File: config.mk
export PLATFORM = sky130hd
export DESIGN_NAME = iter_shifter
export DESIGN_NICKNAME = d
export VERILOG_FILES = /design/src/rtl/iter_shifter.sv
export SDC_FILE = /design/constraint.sdc
export NUM_CORES = 1
export LEC_CHECK = 0
export ABC_AREA = 1
export BUFFER_PORTS_ARGS = -buffer_cell sky130_fd_sc_hd__buf_2
export CORE_MARGIN = 3
export CORE_UTILIZATION = 52
export DETAILED_ROUTE_END_ITERATION = 10
export HOLD_SLACK_MARGIN = 0.02
export PLACE_DENSITY_LB_ADDON = 0.15
export SYNTH_ARGS = -nofsm -noshare
export SYNTH_HDL_FRONTEND = slang
export SYNTH_SLANG_ARGS = --single-unit
File: constraint.sdc
create_clock -name clk -period 1.6 [get_ports clk]
set_clock_uncertainty 0.15 [all_clocks]
set_input_delay 0.32 -clock clk [delete_from_list [all_inputs] [get_ports clk]]
set_output_delay 0.32 -clock clk [all_outputs]
set_load 0.02 [all_outputs]
File: src/rtl/iter_shifter.sv
// Bit-serial 5-bit logical shifter: one position per clock, done pulse d+1 cycles after the accepting edge.
// No backpressure: start is sampled only in IDLE; requests arriving while busy or done are dropped.
module iter_shifter (
    input  logic       clk,
    input  logic       reset_n,
    input  logic       start,
    input  logic [4:0] in,
    input  logic [2:0] distance,
    input  logic       direction,
    output logic       busy,
    output logic       done,
    output logic [4:0] out
);

    typedef enum logic [1:0] {
        IDLE  = 2'd0,
        SHIFT = 2'd1,
        DONE  = 2'd2
    } state_t;

    state_t     state, state_nxt;
    logic [4:0] work, work_nxt;
    logic [2:0] count, count_nxt;
    logic       dir, dir_nxt;
    logic [4:0] out_nxt;

    always_ff @(posedge clk) begin
        if (!reset_n) begin
            state <= IDLE;
            work  <= 5'd0;
            count <= 3'd0;
            dir   <= 1'b0;
            out   <= 5'd0;
        end else begin
            state <= state_nxt;
            work  <= work_nxt;
            count <= count_nxt;
            dir   <= dir_nxt;
            out   <= out_nxt;
        end
    end

    always_comb begin
        state_nxt = state;
        work_nxt  = work;
        count_nxt = count;
        dir_nxt   = dir;
        out_nxt   = out;
        case (state)
            IDLE: begin
                if (start) begin
                    work_nxt  = in;
                    count_nxt = distance;
                    dir_nxt   = direction;
                    state_nxt = SHIFT;
                end
            end
            SHIFT: begin
                // Distances past the word width still run every step; bits simply fall off.
                if (count != 3'd0) begin
                    work_nxt  = dir ? {1'b0, work[4:1]} : {work[3:0], 1'b0};
                    count_nxt = count - 3'd1;
                end else begin
                    out_nxt   = work;
                    state_nxt = DONE;
                end
            end
            DONE: begin
                state_nxt = IDLE;
            end
            default: begin
                state_nxt = IDLE;
            end
        endcase
    end

    assign busy = (state == SHIFT);
    assign done = (state == DONE);

endmodule
Yosys cells after proc, flatten, opt, wreduce, memory -nomap -nowiden
Cells that the tools add are included.

Register bits after elaboration: 16. Bits of input ports: 12. Output and inout port bits: 7.

Add/sub/neg operators: 1. Equality and inequality tests: 5. Mux-type cells: 10. Bitwise gates (word level): 1. Reduce and logical (&&, ||, !) cells: 7.

Operators by type and width (number): 5-bit 2-to-1 mux (3); 5-bit case mux with 2 select lines (1); 3-bit 2-to-1 mux (2); 3-bit case mux with 2 select lines (1); 2-bit AND reduction (3); 2-bit 2-to-1 mux (2); 2-bit != test (second input constant) (2); 2-bit case mux with 2 select lines (1); 3-bit AND reduction (1); 3-bit nonzero test (1); 3-bit by 1-bit subtractor with 3-bit output (second input constant) (1); 2-bit by 1-bit == test with 1-bit output (second input constant) (1); 2-bit == test (second input constant) (1); 2-bit zero test (1); 2-bit by 1-bit != test with 1-bit output (second input constant) (1); 2-bit nonzero test (1); 1-bit NOT (1).

Longest topological paths before layout
Word-level depth: 3. Mapped depth: 8. Mapped depth without buffers: 8.

Worst setup path before layout
No wires, ideal clock.

Path type: register to register. From: register count[0]. To: register count[2]. Library setup time: 0.064 ns. Arrival time: 1.087 ns. Required time: 1.386 ns. Path slack: 0.299 ns. Cell stages (with the launch flop): 9. Path buffers: 0. Period minus slack after synthesis: 1.301 ns. Cells stage by stage: dfxtp_1 -> inv_1 -> ha_1 -> inv_1 -> nor2_1 -> nor2_2 -> nor2_4 -> nor2_1 -> nor2_1.

Longest elaborated chain between the ends: 3.

RTL lines: start, declared (RTL line 23) `logic [2:0] count, count_nxt;`; start signal, assigned (RTL line 37) `count <= count_nxt;`; 3-bit by 1-bit subtractor with 3-bit output or 3-bit nonzero test (tied branches) (RTL line 62, 60); 3-bit 2-to-1 mux or 2-bit by 1-bit != test with 1-bit output (tied branches); 3-bit case mux with 2 select lines or 3-bit AND reduction (tied branches).

Several ways; a longest one is shown, not always the timed one. The select of a mux whose other input is x is not followed. A chain may end at the register's enable or synchronous reset.

Worst setup path after layout
From: register state[1]. To: output done.

Longest elaborated chain between the ends: 1.

RTL lines: start, declared (RTL line 21) `state_t state, state_nxt;`; start signal, assigned (RTL line 35) `state <= state_nxt;`; 2-bit == test (RTL line 78) `assign done = (state == DONE);`; end, declared (RTL line 11) `output logic done,`.

No other way between the ends.

==> flow_results.org <==
** Clock network
- The tree built by TritonCTS fans out to 16 sinks.
- Max H-tree Level :: 1
- Clock network latency to the later pin of the worst-skew pair :: 0.29 ns
- Clock tree root driver cell :: sky130_fd_sc_hd__clkbuf_4
- Number of buffers on the longest clock path :: 2
- Number of buffers added by the clock tree synthesis step :: 3
- Buffers inserted to repair hold after CTS numbered 0.
- TritonCTS clock tree :: done
- After clock tree synthesis, the clock-pin slew on the worst setup and hold paths is 0.10 ns.

** Cells and area
- Area grow syn2layout :: 17.63%
- Area of combinational cells with multiple inputs :: 484.2 µm²
- The filler cells instantiated in the layout total 140.
- The final layout contains 174 nets.
- Once layout is done, the placed cells without fillers occupy 1044 µm².
- Summing all flip-flop and latch instances after layout gives 322.8 µm².
- In the final layout, the share of cells above drive strength 1 is 23.90%.
- Number of antenna diodes :: 0

** Logic synthesis
- Synthesized netlist net count :: 151
- Top flip-flop cell by instance count after synthesis :: sky130_fd_sc_hd__dfxtp_1
- The cell area that synthesis handed to floorplanning was 887.1 µm².
- Dividing the synthesized area by the synthesized cell count gives 6.475 µm².
- YS warnings :: 0
- After synthesis, the netlist uses 19 different library cells.
- Synthesis produced a netlist whose cell count is 137.
- Largest cells by area after synthesis :: sky130_fd_sc_hd__dfxtp_1 (36%), sky130_fd_sc_hd__nand2_1 (17%), sky130_fd_sc_hd__nor2_1 (12%)
- After synthesis the netlist holds a flip-flop and latch count of 16.
- For this run, asynchronously set or reset flops after synthesis account for 0%.
- Number of flops mapped to enable cells by yosys :: 0
- Synth area leader :: sky130_fd_sc_hd__dfxtp_1
- Synth top area share :: 36.11%
- Ranked by instance count, the synthesized netlist is headed by sky130_fd_sc_hd__nand2_1 (40), sky130_fd_sc_hd__nor2_1 (28), sky130_fd_sc_hd__dfxtp_1 (16), sky130_fd_sc_hd__inv_1 (16), sky130_fd_sc_hd__nand3_1 (12).
- Of the synthesized area, sequential elements account for 36.11%.
- sky130_fd_sc_hd__nand2_1 is the most common cell in the netlist.

** Timing
- Worst rel slew slack :: 83.51%
- At the pin with the least slew margin, the transition time is 0.2474 ns.
- Subtracting the final worst setup slack from the clock period gives 1.524 ns.
- In the finished design, the share of the clock period the worst path needs comes to 95.27%.
- Upper clock frequency limit :: 656.0 MHz
- Total of endpoints with negative setup slack in the final report :: 0
- The total count of hold-check failures in the final report was 0.
- The final max-slew violation count is 0.
- Sum Neg Setup Slack :: 0 ns
- Setup repair after global routing left no endpoint under its margin.

** Worst setup path
- By startpoint and endpoint, the worst setup path is classified as register to output pin.
- Peak per-stage delay on the critical path :: 0.40 ns
- Worst-path fanout max :: 5
- Buf+Inv Stages, Crit Path :: 2
- Traced cell by cell, the critical path runs through inv_2 -> nor2_1 -> buf_2.
- Data on the critical path is required at its endpoint by 1.13 ns.
- Top cell family by delay on the critical path :: flip-flops
- The worst setup path is captured at an output pin.
- Data arrives at the worst endpoint at 1.05 ns.
- Critical-path top delay cell :: sky130_fd_sc_hd__dfxtp_2
- Kind of start point of the critical path :: register

** Global route
- The initial antenna violation count is 0.
- For this run, the total global-route usage over all layers was measured as 20.57%.
- Entering global routing, the biggest net connects 16 pins.
- The via count of the first global-routing pass was 772.
- Global-route wire length before repair :: 3.146 mm
- Grt total ovfl :: 0

** Routing
- First-iteration detailed-routing DRC count :: 15
- Post-DRT Antenna Nets :: 0
- Detailed-route wire length :: 1.904 mm
- In the final routed layout, each cell accounts on average for 10.88 µm.
- Vias :: 882
- For this run, the detailed router's first-pass iteration total came to 4.
- For this run, design rule violations remaining after detail routing come to 0.
- Average vias per placed instance :: 5.040

** Placement
- Summing all placed instances gives a cell area of 992.2 µm².
- At the end of routability-driven placement, the weighted congestion stood at 0.8695.
- In this run the tool buffered the top-level ports with 18 buffer cells.
- Post-detailed-placement half-perimeter wirelength :: 1.417 mm

** Hold path
- In this run the worst hold path is classified as input port to register.

** Status
- The run finished with clean final reports.

** Power
- IR analysis of the VDD net gives a maximum drop of 738.7 µV.
- Total Power :: 0.001153 W
- Leakage component of the power :: 0.5800 nW
- Power per cell area :: 1105 nW/µm²

** Floorplan
- Number of placement rows :: 14
- Measured along the x axis, the die boundary spans 47.31 µm.
- Initial core utilization :: 56.90%
- DIE AREA :: 2238 µm²
- From bottom edge to top edge, the die measures 47.31 µm.
- During I/O placement, the number of pins put on the boundary was 19.
- Core region area :: 1559 µm²

** Run
- # Max-Cap Violations :: 0
## flip-flops by register name, indices dropped and copies added, names as in the netlist
signal and count:
state 2, out 5, dir 1, count 3
work 5
## layout make-up
cell class	instances	share of cell area, %
inverters	21	7.674
repair buffers	19	9.592
flip-flops and latches	16	30.94
clock buffers	4	3.477
multi-input cells	99	46.40
well taps	16	1.918
## logic make-up (layout without fill, tap and decap cells)
logic type,count (synthesis),count (layout),synth area share (%)
and+or+nand+nor,89,89,46.97
buffers and inverters,22,44,9.591
DFF,16,16,36.11
AOI/OAI and AO/OA,8,8,4.512
adders and majority gates,2,2,2.820
## cells in the final DEF (no fill, tap or decap), types with 3 or more instances in the layout
cell / count
sky130_fd_sc_hd__dfxtp_1: 14
sky130_fd_sc_hd__clkbuf_4: 3
sky130_fd_sc_hd__nor2_1: 27
sky130_fd_sc_hd__nand3_1: 12
sky130_fd_sc_hd__o21ai_1: 5
sky130_fd_sc_hd__inv_1: 16
sky130_fd_sc_hd__nand2_4: 3
sky130_fd_sc_hd__nor2_2: 3
sky130_fd_sc_hd__nand2_1: 40
sky130_fd_sc_hd__buf_2: 17
## routing by layer
metal | GRT usage [%] | part of all wire, % | vias up
li1 | - | - | 460
met1 | 25.17 | 45 | 384
met2 | 32.35 | 46 | 31
met3 | 4.598 | 6.2 | 7
met4 | 12.71 | 2.3 | 0
met5 | 0 | 0 | -
## worst min-delay path, delay by kind of cell
kind	cells	cell delay, ns
buffers and inverters	1	0.07
AOI/OAI and AO/OA	2	0.18
## per-stage QoR
| step | hold WS [ns] | util [%] | worst slack [ns] | std cells |
|---|---|---|---|---|
| after floorplan | 0.3084 | - | 0.2993 | 137 |
| after global placement | 0.3093 | 63.64 | 0.1895 | 170 |
| after detailed placement | 0.3188 | 63.64 | 0.1542 | 170 |
| after CTS | 0.1604 | 66.29 | -0.008366 | 174 |
| after global routing | 0.1899 | 66.93 | 0.03365 | 175 |
| final | 0.1636 | 66.93 | 0.07565 | 175 |
## final timing paths
kind,start,endpoint,slack [ns],cells past startpoint
worst max-delay path,state[1],done,0.08,3
worst min-delay path,direction,dir,0.16,3
worst max register to register,count[0],out[2],0.21,8
worst min register to register,out[4],out[4],0.33,2
## report_power, final
part	internal [W]	leakage (nW)	total, W	switching [W]
Clock	0.000139	0.0210	0.000276	0.000137
Combinational	0.000141	0.426	0.000386	0.000246
Sequential	0.000453	0.133	0.000491	0.0000384
## what timing repair did
| action | 4_1_cts | 5_1_grt |
|---|---|---|
| buffers inserted | 0 | 1 |
| resized for setup | 3 | 1 |
| endpoints found under the setup margin | 2 | 2 |
| pin swaps | 0 | 1 |
| gates cloned | 0 | 0 |
Note: power is estimated with default switching activity, not from simulation.
